[config.mk]
export PLATFORM = sky130hd
export DESIGN_NAME = eater_core
export DESIGN_NICKNAME = d
export VERILOG_FILES = /design/src/rtl/eater_core.sv
export SDC_FILE = /design/constraint.sdc
export NUM_CORES = 1
export LEC_CHECK = 0
export CORE_ASPECT_RATIO = 1.2
export CORE_MARGIN = 4
export CORE_UTILIZATION = 56
export DETAILED_ROUTE_END_ITERATION = 6
export PLACE_DENSITY = 0.76
export RECOVER_POWER = 100
export SYNTH_ARGS = -nofsm -noshare
export SYNTH_HDL_FRONTEND = slang
export SYNTH_SLANG_ARGS = --single-unit
export TNS_END_PERCENT = 20
[constraint.sdc]
create_clock -name clk_i -period 3 [get_ports clk_i]
set_clock_uncertainty 0.15 [all_clocks]
set_input_delay 0.9 -clock clk_i [delete_from_list [all_inputs] [get_ports clk_i]]
set_output_delay 0.9 -clock clk_i [all_outputs]
set_load 0.05 [all_outputs]
[src/rtl/eater_core.sv]
// eater_core: SAP-style accumulator CPU with a single synchronous-read RAM.
// Define EATER_LOAD_PORT_EN to add a RAM load port that is live only in HALT.
module eater_core #(
  parameter int    DATA_W      = 8,
  parameter int    RESET_PC    = 0,
  parameter string PROGRAM_HEX = "build/program.hex",
  localparam int   ADDR_W      = DATA_W - 4
) (
  input  logic              clk_i,
  input  logic              reset_ni,
  input  logic              run_i,
`ifdef EATER_LOAD_PORT_EN
  input  logic              load_we_i,
  input  logic [ADDR_W-1:0] load_addr_i,
  input  logic [DATA_W-1:0] load_data_i,
`endif
  output logic [DATA_W-1:0] out_data_o,
  output logic              out_valid_o,
  input  logic              out_ready_i,
  output logic              halted_o,
  output logic [ADDR_W-1:0] pc_o
);

  typedef enum logic [2:0] {
    S_FETCH, S_DECODE, S_EXEC, S_MEM, S_OUT, S_HALT
  } state_e;

  localparam logic [3:0] OP_LDA = 4'h1;
  localparam logic [3:0] OP_ADD = 4'h2;
  localparam logic [3:0] OP_SUB = 4'h3;
  localparam logic [3:0] OP_STA = 4'h4;
  localparam logic [3:0] OP_LDI = 4'h5;
  localparam logic [3:0] OP_JMP = 4'h6;
  localparam logic [3:0] OP_JC  = 4'h7;
  localparam logic [3:0] OP_JZ  = 4'h8;
  localparam logic [3:0] OP_OUT = 4'hE;
  localparam logic [3:0] OP_HLT = 4'hF;

  state_e              state_q, state_d;
  logic [ADDR_W-1:0]   pc_q, pc_d;
  logic [DATA_W-1:0]   a_q, a_d;
  logic [DATA_W-1:0]   b_q, b_d;
  logic [DATA_W-1:0]   ir_q, ir_d;
  logic                z_q, z_d;
  logic                c_q, c_d;
  logic                ov_q, ov_d;
  logic [DATA_W-1:0]   od_q, od_d;

  logic [DATA_W-1:0]   mem_q [2**ADDR_W];
  logic [DATA_W-1:0]   rdata_q;
  logic                mem_we;
  logic [ADDR_W-1:0]   mem_addr;
  logic [DATA_W-1:0]   mem_wdata;

  logic [3:0]          opc;
  logic [ADDR_W-1:0]   oper;
  logic                sub;
  logic [DATA_W-1:0]   alu_b;
  logic [DATA_W:0]     alu;

  assign opc   = ir_q[DATA_W-1 -: 4];
  assign oper  = ir_q[ADDR_W-1:0];
  // SUB is A + ~B + 1, so the carry out means "no borrow"
  assign sub   = (opc == OP_SUB);
  assign alu_b = sub ? ~rdata_q : rdata_q;
  assign alu   = {1'b0, a_q} + {1'b0, alu_b}
               + {{DATA_W{1'b0}}, sub};

  always_comb begin
    state_d   = state_q;
    pc_d      = pc_q;
    a_d       = a_q;
    b_d       = b_q;
    ir_d      = ir_q;
    z_d       = z_q;
    c_d       = c_q;
    ov_d      = ov_q;
    od_d      = od_q;
    mem_we    = 1'b0;
    mem_addr  = pc_q;
    mem_wdata = a_q;
    unique case (state_q)
      S_FETCH: state_d = S_DECODE;
      S_DECODE: begin
        ir_d    = rdata_q;
        pc_d    = pc_q + ADDR_W'(1);
        state_d = S_EXEC;
      end
      S_EXEC: begin
        mem_addr = oper;
        state_d  = S_FETCH;
        case (opc)
          OP_LDA, OP_ADD, OP_SUB: state_d = S_MEM;
          OP_STA: mem_we = 1'b1;
          OP_LDI: a_d = {4'h0, oper};
          OP_JMP: pc_d = oper;
          OP_JC:  if (c_q) pc_d = oper;
          OP_JZ:  if (z_q) pc_d = oper;
          OP_OUT: begin
            state_d = S_OUT;
            ov_d    = 1'b1;
            od_d    = a_q;
          end
          OP_HLT: state_d = S_HALT;
          default: ;
        endcase
      end
      S_MEM: begin
        state_d = S_FETCH;
        if (opc == OP_LDA) begin
          a_d = rdata_q;
        end else begin
          b_d = rdata_q;
          a_d = alu[DATA_W-1:0];
          c_d = alu[DATA_W];
          z_d = (alu[DATA_W-1:0] == '0);
        end
      end
      S_OUT: begin
        if (out_ready_i) begin
          ov_d    = 1'b0;
          state_d = S_FETCH;
        end
      end
      S_HALT: begin
        if (run_i) state_d = S_FETCH;
`ifdef EATER_LOAD_PORT_EN
        mem_we    = load_we_i;
        mem_addr  = load_addr_i;
        mem_wdata = load_data_i;
`endif
      end
      default: state_d = S_FETCH;
    endcase
  end

  always_ff @(posedge clk_i or negedge reset_ni) begin
    if (!reset_ni) begin
      state_q <= S_FETCH;
      pc_q    <= ADDR_W'(RESET_PC);
      a_q     <= '0;
      b_q     <= '0;
      ir_q    <= '0;
      z_q     <= 1'b0;
      c_q     <= 1'b0;
      ov_q    <= 1'b0;
      od_q    <= '0;
    end else begin
      state_q <= state_d;
      pc_q    <= pc_d;
      a_q     <= a_d;
      b_q     <= b_d;
      ir_q    <= ir_d;
      z_q     <= z_d;
      c_q     <= c_d;
      ov_q    <= ov_d;
      od_q    <= od_d;
    end
  end

  // RAM has no reset so programs survive a reset
  always_ff @(posedge clk_i) begin
    if (mem_we) mem_q[mem_addr] <= mem_wdata;
    rdata_q <= mem_q[mem_addr];
  end

  assign out_data_o  = od_q;
  assign out_valid_o = ov_q;
  assign halted_o    = (state_q == S_HALT);
  assign pc_o        = pc_q;

endmodule
==> results.md <==
- Maximum resistive drop on vdd: ~0.65 mV
- CTS tree: yes
- Cells on worst reg2reg path: 10
- LEAKAGE: 0.00311 uW
- Remaining max-slew budget at the tightest pin: between 10% and 20%
- Setup Crit Path Kind: reg -> out
- Critical path's top delay family: buffers and inverters
- Slowest stage delay, CP: between 900 and 1000 ps
- Max H-tree Level: 4
- Die footprint: 0.0151 sq mm
- Width of the chip: between 100 and 150 um
- Global-route wire length before repair: roughly 25000 um
- Crit path required time: approximately 2000 ps
- Flop and latch count out of synthesis: 170
- Crit path launch type: flop
- Slowest library cell on the worst path: dlygate4sd3_1
- Final Instance Area: 0.00848 sq mm
- Syn-to-layout area delta: 14.7%
- Pin count of the biggest net entering global routing: 35
- Portion of the post-synthesis area used by sequential elements: roughly 66%
- Count of final setup violators: 0
- Post-Place Setup Slack: 107 ps
- Number of warnings reported in the yosys synthesis log: 0
- Final critical delay including setup and external delays: approximately 2900 ps
- Synthesized area per cell: between 15 and 20 sq um
- Post-route fraction of the period consumed by the critical path: 96.7%
- Detail-routed via count per cell: 6.45
- Hold buffers post-CTS: 0
- Routed wire length per instance: ~24 um
- Number of nets in the finished design: 530
- Number of buffers added by the clock tree synthesis step: 17
- Worst r2r dst: z_q
- Antenna cell count: 0
- Cell area after synthesis: 0.00739 sq mm
- FP Rows: 45
- CTS root buf: clkbuf_16
- DRT antenna net count: 0
- Most common cell after layout, fill and taps aside: edfxtp_1
- Reg-to-reg critical path startpoint: ir_q[6]
- Initial antenna violation count: 0
- Setup repair after global routing missed its margin: false
- Top library cells by usage in the layout, fill and taps aside: 128 x edfxtp_1, 34 x dfrtp_1, 33 x nor2_1
- Layout cell share with drive strength beyond 1: 19.2%
- Routability congestion estimate from global placement: 0.876
- Hold path start: out_data_o[6]
- Total half-perimeter wirelength after legalization and detailed placement: 10600 um
- Critical path data arrival time: about 1900 ps
- DRT Wirelength: around 17000 um
- Worst min-delay path class: reg -> reg
- Slack of the critical path: about 100 ps
- Number of nets produced by synthesis: approximately 480
- Setup slack on the worst flop-to-flop path: roughly 130 ps
- Worst-Skew Late Latency: around 420 ps
- Top-level I/O count: 18
- Buffer depth of the longest clock path: 2
- All-Layer GR Usage: between 20% and 30%
- Total clock sinks: 170
- Max-cap violations: 0
- Routed vias: 4450
- Height of the die: 134 um
- Cell area reported after detailed placement: between 0.007 and 0.008 sq mm
- Total power divided by cell area: 1200 mW/mm^2
- Least-Margin Pin Slew: ~1300 ps
- Crit Path Max Fanout: 6
- 1st-pass router iterations: 5
- Cell-by-cell listing of the critical path: dlygate4sd3_1
- Synth Flop Type: edfxtp_1
- Number of instances on the worst hold path: 1
- Maximum clock rate: approximately 340 MHz
- Number of buffers and inverters on the critical path: 1
- Remaining Overflow, GRT: 0
- Count of flip-flops with a built-in enable after synthesis: 128
- WHS Endpoint: out_data_o[6]
- Hold Fails Final Rpt: 0
- Count of mapped cells out of synthesis: about 460
- Vias in the first global route: about 4500
- Share of async-settable or async-resettable flops after synthesis: between 20% and 30%
- Placeable core region: ~0.013 sq mm
- Number of remaining DRC errors: 0
- Final max-slew violation count: 0
- Library cells used by synthesis: 59
- Total negative slack: 0 ps
- Endpoint type of the worst setup path: output pin
- Number of design-rule violations left by the first detailed-router iteration: slightly above 500
- Initial core utilization: between 50% and 60%
- Result of the run: completed
- Number of port buffers: 17
- Post-layout util: between 60 and 70%
- Clock transition at the registers of the reported paths: about 60 ps
-- layout make-up --
type	count	area, sq um
Timing Repair Buffer	56	412
Fill cell	889	4300
Tap cell	164	205
Multi-Input combinational cell	265	2410
Clock buffer	18	429
Sequential cell	170	4850
Clock inverter	12	151
Inverter	5	18.8
-- flip-flops by register name (all words and copies together), names as in the netlist, 3 cells and up --
register / flops
mem_q: 128
out_data_o: 8
ir_q: 8
state_q: 3
pc_o: 4
a_q: 8
rdata_q: 8
-- Yosys cell counts, types with 5 or more instances --
cell	instances	area, sq um
a21oi_1	25	125
a22oi_1	16	120
clkbuf_1	12	45.0
dfrtp_1	34	851
dfxtp_1	8	160
edfxtp_1	128	3840
ha_1	10	125
inv_1	5	18.8
mux2_2	19	214
mux2i_1	7	70.1
mux4_1	15	394
mux4_2	17	383
nand2_1	32	120
nand3_1	8	40.0
nor2_1	33	124
o21ai_0	5	25.0
xnor2_1	8	70.1
-- routing by layer --
layer,wire (um),share of wire [%],vias up,GRT usage [%]
met2,8260,50,190,35.7
met4,647,3.9,0,11.8
met3,1010,6.1,44,5.46
met1,6640,40,2278,30.4
met5,0,0,-,0
li1,-,-,1938,-
-- what timing repair did --
action                     in CTS  in global routing
setup endpoints to repair       1                  2
pin swaps                       0                  1
setup buffers                   0                  0
resized for setup               1                  5
-- power breakdown --
group / switching (uW) / total [uW] / internal, uW
clock network: 854 / 2150 / 1300
registers: 362 / 3450 / 3090
logic: 2640 / 4530 / 1890
total: 3850 / 10100 / 6280
-- how the worst max path moves through the flow --
stage | endpoint | slack [ps] | start | cells past startpoint
4_1_cts | z_q | 80 | ir_q[6] | 10
5_1_grt | mem_q[2][6] | 6 | state_q[1] | 7
3_5_place_dp | z_q | 110 | ir_q[6] | 10
3_3_place_gp | z_q | 160 | ir_q[6] | 10
6_report | pc_o[2] | 100 | pc_o[2] | 1
2_1_floorplan | z_q | 70 | ir_q[4] | 11
-- cell families after synthesis --
| group | after synthesis | synth area share, % |
|---|---|---|
| and+or+nand+nor | 113 | 7.94 |
| DFF | 170 | 65.7 |
| buffers and inverters | 28 | 2.22 |
| AOI/OAI and AO/OA | 72 | 6.47 |
| muxes | 59 | 14.6 |
| xor gates and xnor gates | 10 | 1.18 |
| adders and majority gates | 11 | 1.96 |
-- through the flow --
step	std cells	total power, uW	hold WS, ps
floorplan	463	6630	293
global placement	660	7890	344
detailed placement	660	8030	349
CTS	690	10200	365
global route	690	10700	376
finish	690	10100	356
Power figures use the tool's default switching activity.
